===== config.mk =====
export PLATFORM = sky130hd
export DESIGN_NAME = mem_block_mover
export DESIGN_NICKNAME = d
export VERILOG_FILES = /design/src/rtl/mem_block_mover.sv
export SDC_FILE = /design/constraint.sdc
export NUM_CORES = 1
export LEC_CHECK = 0
export ABC_AREA = 1
export BUFFER_PORTS_ARGS = -buffer_cell sky130_fd_sc_hd__buf_4
export CORE_UTILIZATION = 50
export DETAILED_ROUTE_END_ITERATION = 16
export PLACE_DENSITY = 0.76
export SYNTH_ARGS = -nofsm -noshare
export SYNTH_HDL_FRONTEND = slang
export SYNTH_SLANG_ARGS = --single-unit
export TNS_END_PERCENT = 100

===== constraint.sdc =====
create_clock -name clk -period 3 [get_ports clk]
set_clock_uncertainty 0.2 [all_clocks]
set_input_delay 0.45 -clock clk [delete_from_list [all_inputs] [get_ports clk]]
set_output_delay 0.45 -clock clk [all_outputs]
set_load 0.03 [all_outputs]

===== src/rtl/mem_block_mover.sv =====
// mem_block_mover: memory-port bus master that copies a block of words or fills a range
// with a constant, one read/write pair per copied word.
module mem_block_mover #(
   parameter int ADDR_W = 13,
   parameter int DATA_W = 16,
   parameter int LEN_W  = 11
) (
   input  logic              clk,
   input  logic              rst,
   input  logic              start,
   input  logic              mode,
   input  logic [ADDR_W-1:0] src,
   input  logic [ADDR_W-1:0] dst,
   input  logic [LEN_W-1:0]  len,
   input  logic [DATA_W-1:0] pattern,
   input  logic              abort,
   output logic              memRead,
   output logic              memWrite,
   output logic [ADDR_W-1:0] adr,
   output logic [DATA_W-1:0] writeData,
   input  logic [DATA_W-1:0] data,
   output logic              busy,
   output logic              done,
   output logic [LEN_W-1:0]  words_done
);
   typedef enum logic [1:0] {IDLE, RD, WR, DONE} state_t;
   state_t state_q, state_d;
   logic [ADDR_W-1:0] src_q, src_d, dst_q, dst_d;
   logic [LEN_W-1:0] rem_q, rem_d, cnt_q, cnt_d;
   logic [DATA_W-1:0] buf_q, buf_d, fill_q, fill_d;
   logic mode_q, mode_d;
   always_ff @(posedge clk or posedge rst) begin
      if (rst) begin
         state_q <= IDLE;
         src_q   <= '0;
         dst_q   <= '0;
         rem_q   <= '0;
         cnt_q   <= '0;
         buf_q   <= '0;
         fill_q  <= '0;
         mode_q  <= 1'b0;
      end else begin
         state_q <= state_d;
         src_q   <= src_d;
         dst_q   <= dst_d;
         rem_q   <= rem_d;
         cnt_q   <= cnt_d;
         buf_q   <= buf_d;
         fill_q  <= fill_d;
         mode_q  <= mode_d;
      end
   end
   always_comb begin
      state_d = state_q;
      src_d   = src_q;
      dst_d   = dst_q;
      rem_d   = rem_q;
      cnt_d   = cnt_q;
      buf_d   = buf_q;
      fill_d  = fill_q;
      mode_d  = mode_q;
      unique case (state_q)
         IDLE: if (start) begin
            src_d   = src;
            dst_d   = dst;
            rem_d   = len;
            fill_d  = pattern;
            mode_d  = mode;
            cnt_d   = '0;
            state_d = (len == '0) ? DONE : mode ? WR : RD;
         end
         RD: begin
            buf_d   = data;
            state_d = abort ? IDLE : WR;
         end
         // the write in this cycle commits even on abort, so it is always counted
         WR: begin
            src_d   = src_q + 1'b1;
            dst_d   = dst_q + 1'b1;
            rem_d   = rem_q - 1'b1;
            cnt_d   = cnt_q + 1'b1;
            state_d = abort ? IDLE : (rem_q == LEN_W'(1)) ? DONE : mode_q ? WR : RD;
         end
         DONE: state_d = IDLE;
         default: state_d = IDLE;
      endcase
   end
   assign memRead    = (state_q == RD);
   assign memWrite   = (state_q == WR);
   assign busy       = memRead | memWrite;
   assign done       = (state_q == DONE);
   assign adr        = memRead ? src_q : memWrite ? dst_q : '0;
   assign writeData  = memWrite ? (mode_q ? fill_q : buf_q) : '0;
   assign words_done = cnt_q;
endmodule


Word level (Yosys, flattened, before mapping). Index checks and enable logic that the tools add are counted.

Bits in registers: 83. Input bits: 74. Output and inout port bits: 44. Logic and storage cells: 43.

Add/subtract/negate cells: 4. Equality and inequality tests: 5. Mux-type cells: 20. Bitwise logic cells: 1. Reduce and logical (&&, ||, !) cells: 5.

Operators with widths (number): $mux W13 (4); $pmux W13 S2 (2); $pmux W11 S2 (2); $mux W16 (2); $add A13 B1 Y13 const B (2); $mux W11 (2); $mux W2 (7); $add A11 B1 Y11 const B (1); $eq A11 B1 Y1 const B (1); $logic_not A11 Y1 (1); $sub A11 B1 Y11 const B (1); $pmux W2 S4 (1); $eq A2 B2 Y1 const B (2); $reduce_and A2 Y1 (2); $eq A2 B1 Y1 const B (1); $logic_not A2 Y1 (1); $ne A2 B2 Y1 const B (1); $reduce_bool A2 Y1 (1); $or A1 B1 Y1 (1).

Depth between registers and ports, before layout. Gate-level depths: netlist of the first run.

Depth in word-level cells: 4. Mapped depth: 12. Mapped depth without buffers: 11.

Worst setup path before layout of the first run. OpenSTA, ideal clock, no wires.

Kind: register -> output. Start: register state_q[0]. End: output port adr[0]. Data arrival time: 2.076 ns. Data required time: 2.350 ns. Setup slack: 0.274 ns. Cell stages (with the launch flop): 8. Buffers on the path: 3. Path through: dfrtp_1 -> inv_1 -> ha_1 -> buf_4 -> buf_4 -> buf_2 -> nand2_1 -> o21ai_0.

Word-level cells in the longest chain between the ends: 3. Elaborated cells on any way between the ends: 4. Classes of those cells: 2 x eq/ne; 2 x mux.

RTL lines: start, declared (RTL line 27) `state_t state_q, state_d;`; start signal, assigned (RTL line 43) `state_q <= state_d;`; $eq A2 B2 Y1 (RTL line 89) `assign memWrite = (state_q == WR);`; named net memWrite (RTL line 18) `output logic memWrite,`; $mux W13 (2 in series) (RTL line 92) `assign adr = memRead ? src_q : memWrite ? dst_q : '0;`; end, declared (RTL line 19) `output logic [ADDR_W-1:0] adr,`.

The timed path passes the listed nets, and every way through them passes these cells.

Final worst setup path of the first run.
Start: register state_q[0]. End: output port adr[2].

Word-level cells in the longest chain between the ends: 3. Elaborated cells on any way between the ends: 4. Classes of those cells: 2 x eq/ne; 2 x mux.

RTL lines (RTL line): $eq A2 B2 Y1 (89); $mux W13 (92); $mux W13 * (92).

Mark *: on every way between the ends. The rest lies on a longest branch, timed or not.

==> flow_summary_export.csv, run 1 <==
group,metric,value,unit
run_status,run_status,"finished, final reports clean",
pwr,p_per_area,1016,nW/um^2
yosys,netlist.area_leader.share,0.4103,
finish,drive_gt1_frac,0.1846,
yosys,synth_cell_types,31,
yosys,netlist_area,5062,um^2
die,placementRows,36,
routing,wl,13110,um
yosys,yosys_warnings,0,
finish,final_nets,923,
timing,worst_slew_pin_slew,0.7594,ns
pwr,seqPwrFrac,0.328,
timing,hold_violations,0,
cts,cts_root_buf,"clkbuf_8",
grt,overflow,0,
routing,drc,0,
grt,grt_max_degree,49,
cts,cts.sinks,83,
yosys,synthArstFlopShare,1.000,
worst_setup_path,critPathTopFamily,"buffers and inverters",
finish,n_antenna_cell,0,
placed_design,port_buffers,117,
timing,layout_min_cycle_time,2.766,ns
grt,grt_pass1_wl,21520,um
worst_setup_path,path_max_fanout,39,
die,start_util,0.5179,
min_path,min_to,"fill_q[8]$_DFFE_PP0P_",
worst_setup_path,r2r_cells,9,
finish,multi_input_comb_area,2426,um^2
placed_design,gp_congestion,0.8732,
grt,grt_use_total,0.2616,
worst_setup_path,critPathMaxStageDelay,0.43,ns
finish,seq_area,2077,um^2
yosys,syn_inst,736,
worst_setup_path,timing.rr.start,"state_q[0]$_DFFE_PP0P_",
yosys,synth_largest_area_cell,"dfrtp_1",
cts,insertion_delay,0.36,ns
die,die_area,10530,um^2
yosys,ys.flop_type,"dfrtp_1",
routing,drt-vias-per-instance,5.186,
cts,cts_tree,"built",
routing,wire_per_inst,13.40,um
die,die_x,102.6,um
pwr,ir_drop,0.0005427,V
grt,grt_pass1_vias,4747,
grt,antenna_found_initial,0,
routing,postRouteAntennaNets,0,
worst_setup_path,cp.arrival,2.12,ns
worst_setup_path,crit_slowest_cell,"dfrtp_1",
worst_setup_path,critPathRequiredTime,2.35,ns
finish,utilization,0.6320,
min_path,min_path_type,"input pin to register",
min_path,min-delay-start,"pattern[8]",
cts,path_clk_slew,0.09,ns
worst_setup_path,critPathMostFrequentCell,"buf_4",
finish,n_fill_cell,914,
flow_run,maxCapViolCount,0,
die,core,9774,um^2
timing,rsz0062_at_grt,"no",
routing,drt_first_pass_iters,5,
min_path,whs_path_depth,3,
routing,drt_iter0_markers,242,
timing,tns,0,ns
cts,cts.path.max_buffers,2,
finish,area.growth.synth_to_final,22.02,%
worst_setup_path,path_cells,"inv_1 -> ha_2 -> buf_4 -> nand2_1 -> o22ai_1 -> buf_4",
yosys,avgSynthCellArea,6.878,um^2
worst_setup_path,critPathCaptureType,"primary output",
timing,slew_headroom,0.4932,
pwr,leakagePower,3.166,nW
routing,vias,5072,
yosys,seq_area_frac_synth,0.4103,
placed_design,hpwlAfterDp,9339,um
timing,setup_viol,0,
pwr,switchingPower,3.177,mW
pwr,comb_power_share,0.548,
worst_setup_path,r2r_end,"words_done[9]$_DFFE_PP0P_",
timing,whs,0.07347,ns
timing,max_clock_freq,361.6,MHz
worst_setup_path,path_buf_inv,3,
yosys,synth_seq_cells,83,
timing,fin_crit_sh,0.9218,
cts,cts_resized,0,
die,die_h,102.6,um
die,ios,118,
worst_setup_path,r2r_slack,0.72,ns
pwr,p_int,3.099,mW
worst_setup_path,startpoint_type,"register",
pwr,switching_share,0.5061,
pwr,clkPwrFrac,0.124,
yosys,synth_edf_count,0,
worst_setup_path,critPathKind,"register to primary output",
timing,slew_violations,0,
cts,cts_buffers,9,
cts,htreeDepth,3,
yosys,synth_nets,819,
yosys,synth.area.top_cells,"dfrtp_1 (41%), nand2_1 (16%), o21ai_0 (8.1%)",
-- worst max path at each step --
stage                           startpoint              endpoint  cells after the start
floorplan                              rst  buf_q[0]$_DFFE_PP0P_                      1
global placement    state_q[0]$_DFFE_PP0P_                adr[2]                      6
detailed placement  state_q[0]$_DFFE_PP0P_                adr[2]                      6
CTS                 state_q[0]$_DFFE_PP0P_                adr[2]                      6
global route        state_q[0]$_DFFE_PP0P_                adr[8]                      6
finish              state_q[0]$_DFFE_PP0P_                adr[2]                      6
-- final cells by class --
cell class | count | share of cell area
clock buffers | 10 | 0.02228
clock inverters | 6 | 0.007697
inverters | 94 | 0.05732
multi-input cells | 525 | 0.3927
flip-flops and latches | 83 | 0.3362
well taps | 133 | 0.02694
repair buffers | 127 | 0.1568
-- cell families after synthesis --
kind of cell               share of synthesized area
buffers and inverters                         0.1110
AOI/OAI and AO/OA                             0.1582
adders and majority gates                    0.02224
DFF                                           0.4103
and+or+nand+nor                               0.2983
-- cells in the final DEF, fill, tap and decap left out, types with 5 or more instances in the layout --
master / instances
ha_1: 8
nor2_1: 70
buf_4: 125
a21oi_1: 43
inv_1: 91
clkbuf_8: 10
a31oi_1: 5
o22ai_1: 7
nor3_1: 5
o21ai_0: 82
nand2_1: 221
dfrtp_1: 83
nand3_1: 44
nand4_1: 12
-- sequential cells by signal, summed over array words and instances, names as in the netlist --
name        count
src_q          13
rem_q          11
fill_q         16
dst_q          13
words_done     11
buf_q          16
mode_q          1
state_q         2
-- layer usage --
metal	global-route usage	part of all wire	up-vias
li1	-	-	2561
met1	0.3313	0.44	2332
met2	0.4426	0.48	159
met3	0.04881	0.062	20
met4	0.1033	0.020	0
met5	0	0	-
-- stage by stage --
stage / cells / worst slack (ns) / power (mW) / area, um^2
final: 978 / 0.2345 / 6.276 / 6177
after global routing: 978 / 0.1411 / 6.845 / 6177
after CTS: 978 / 0.2643 / 6.287 / 6177
after detailed placement: 961 / 0.6737 / 5.498 / 5982
after global placement: 961 / 0.7398 / 5.379 / 5982
after floorplan: 736 / 0.2132 / 4.591 / 5062
-- power by group through the flow --
stage / Clock [mW] / Sequential [mW] / Combinational [mW]
floorplan: 0 / 1.99 / 2.61
global placement: 0 / 2.04 / 3.34
detailed placement: 0 / 2.07 / 3.43
CTS: 0.794 / 2.05 / 3.44
global route: 0.844 / 2.13 / 3.87
finish: 0.779 / 2.06 / 3.44
-- tightest hold or removal path, cell delays in order --
cell and delay (ns):
buf_4 0.07, nand2_1 0.04, nand2_1 0.04
-- Yosys cell counts (all sizes together) (5+ instances only) --
cell	instances
nor3	5
clkbuf	10
ha	9
o22ai	7
inv	93
nand4	12
nand3	44
a31oi	5
nand2	225
o21ai	84
buf	24
a21oi	43
dfrtp	83
nor2	75
-- timing repair --
action / 4_1_cts / 5_1_grt
endpoints found under the hold margin: 35 / 0
hold buffers: 1 / 0
setup buffers: 0 / 0
Power figures use the tool's default switching activity.
==> run 2, diff against run 1 <==
--- a/config.mk
+++ b/config.mk
@@ -7,9 +7,11 @@
 export LEC_CHECK = 0
 export ABC_AREA = 1
 export BUFFER_PORTS_ARGS = -buffer_cell sky130_fd_sc_hd__buf_4
-export CORE_UTILIZATION = 50
+export CELL_PAD_IN_SITES_DETAIL_PLACEMENT = 1
+export CELL_PAD_IN_SITES_GLOBAL_PLACEMENT = 1
+export CORE_UTILIZATION = 38
 export DETAILED_ROUTE_END_ITERATION = 16
-export PLACE_DENSITY = 0.76
+export PLACE_DENSITY = 0.81
 export SYNTH_ARGS = -nofsm -noshare
 export SYNTH_HDL_FRONTEND = slang
 export SYNTH_SLANG_ARGS = --single-unit
==> run 2 against run 1 <==
  * Routed wire length rose by 22%
  * Combinational power rose by 4%
  * Worst hold slack improved by 0.020 ns
  * Via count rose by 3.4%
  * Fmax rose by 1.4%
  * Die area rose by 31%
  * Register-to-register slack got worse by 0.16 ns
  * Critical endpoint unchanged
  * Largest cell class unchanged
  * Highest routed layer unchanged
==> flow_summary_export.csv, run 2 (synthesis gave the netlist of run 1 again) <==
group,metric,value,unit
timing,layout_min_cycle_time,2.729,ns
routing,drc,0,
finish,final_common_cell,"nand2_1",
timing,rsz0062_at_grt,"no",
routing,drt_iter0_markers,246,
finish,final_cell_mix,"nand2_1 (221), buf_4 (124), inv_1 (91)",
routing,drt-vias-per-instance,5.156,
routing,vias,5244,
grt,antenna_found_initial,0,
finish,n_antenna_cell,0,
finish,seq_area,2077,um^2
finish,area.growth.synth_to_final,25.11,%
placed_design,gp_congestion,0.8449,
routing,wl,16010,um
placed_design,dpl.cell_count,1000,
finish,multi_input_comb_area,2426,um^2
timing,worst_slew_pin_slew,0.7291,ns
timing,max_clock_freq,366.5,MHz
min_path,min_path_type,"input pin to register",
die,die_x,117.4,um
cts,postCtsSetupBuffers,0,
cts,cts.sinks,83,
cts,insertion_delay,0.35,ns
cts,htreeDepth,3,
timing,hold_violations,0,
grt,overflow,0,
grt,grt_use_total,0.2391,
placed_design,hpwlAfterDp,11310,um
finish,final_nets,923,
routing,wl_met3,851,um
grt,grt_max_degree,64,
worst_setup_path,cp.arrival,2.08,ns
routing,maxUsedRoutingLayer,"met4",
worst_setup_path,path_max_fanout,63,
finish,fin_cells,1017,
timing,fin_crit_sh,0.9096,
pwr,ir_drop,0.0004760,V
pwr,p_per_area,1066,nW/um^2
cts,path_clk_slew,0.07,ns
cts,hold_buffers,1,
worst_setup_path,critPathKind,"register to primary output",
worst_setup_path,startpoint_type,"register",
die,die_h,117.4,um
cts,cts_buffers,9,
routing,drt_first_pass_iters,4,
timing,slew_violations,0,
grt,grt_pass1_vias,5390,
worst_setup_path,critPathRequiredTime,2.35,ns
cts,cts_resized,0,
grt,grt_pass1_wl,26390,um
die,ios,118,
routing,met1_length,6893,um
worst_setup_path,critPathCaptureType,"primary output",
cts,cts.path.max_buffers,2,
pwr,leakagePower,3.207,nW
run_status,run_status,"finished, final reports clean",
die,start_util,0.3947,
timing,setup_viol,0,
routing,postRouteAntennaNets,0,
timing,slew_headroom,0.5134,
finish,reg_top3,"buf_q (16), fill_q (16)",
finish,n_fill_cell,1698,
die,die_area,13790,um^2
die,core,12820,um^2
timing,tns,0,ns
cts,cts_tree,"built",
routing,met2_length,7981,um
flow_run,maxCapViolCount,0,
routing,wire_per_inst,15.74,um
placed_design,port_buffers,117,
finish,drive_gt1_frac,0.1834,
cts,cts_root_buf,"clkbuf_16",
die,placementRows,41,
[run 2: cell types whose count changed in the layout (fill, tap and decap cells not counted), sizes merged]
cell	change
inv	-1
clkinv	-1
clkinvlp	+1
clkbuf	+1
[run 2: metal layers]
layer,vias up,global-route usage
li1,2561,-
met1,2521,0.2944
met2,139,0.4083
met3,23,0.05934
met4,0,0.07549
met5,-,0
[run 2: area by class of cell]
class / instances / area share
Tap cell: 172 / 0.03398
Clock buffer: 11 / 0.03832
Clock inverter: 5 / 0.005927
Multi-Input combinational cell: 525 / 0.3831
Inverter: 94 / 0.05591
Timing Repair Buffer: 127 / 0.1549
Sequential cell: 83 / 0.3279
[run 2: final timing paths]
| path | startpoint | end | slack, ns | cells past startpoint |
|---|---|---|---|---|
| setup / recovery | state_q[0]$_DFFE_PP0P_ | adr[2] | 0.27 | 6 |
| hold / removal | pattern[1] | fill_q[1]$_DFFE_PP0P_ | 0.09 | 3 |
| setup reg to reg | state_q[0]$_DFFE_PP0P_ | words_done[4]$_DFFE_PP0P_ | 0.56 | 8 |
| hold reg to reg | fill_q[14]$_DFFE_PP0P_ | fill_q[14]$_DFFE_PP0P_ | 0.28 | 2 |
| max in group asynchronous | rst | dst_q[10]$_DFFE_PP0P_ | 1.40 | 4 |
| min in group asynchronous | rst | buf_q[12]$_DFFE_PP0P_ | 0.51 | 3 |
[run 2: power breakdown]
group	leakage [nW]	switching [mW]	internal (mW)	total (mW)
clock network	0.132	0.486	0.587	1.07
registers	1.01	0.462	1.63	2.09
logic	2.06	2.42	1.16	3.59
[run 2: stage by stage]
step	util	total power, mW	hold slack (ns)	instance area [um^2]	setup WS [ns]
3_5_place_dp	0.4712	5.676	0.2680	6043	0.6167
3_3_place_gp	0.4712	5.505	0.2577	6043	0.6935
6_report	0.4939	6.751	0.09307	6334	0.2713
2_1_floorplan	-	4.591	0.2436	5062	0.2132
5_1_grt	0.4939	7.295	0.08829	6334	0.1679
4_1_cts	0.4939	6.807	0.08197	6334	0.2688
[run 2: worst max-delay path, cell delays in order, from the launching register on]
cell,delay [ns]
dfrtp_1,0.41
inv_1,0.10
ha_2,0.29
buf_12,0.30
nand2_1,0.17
o22ai_1,0.22
buf_4,0.20
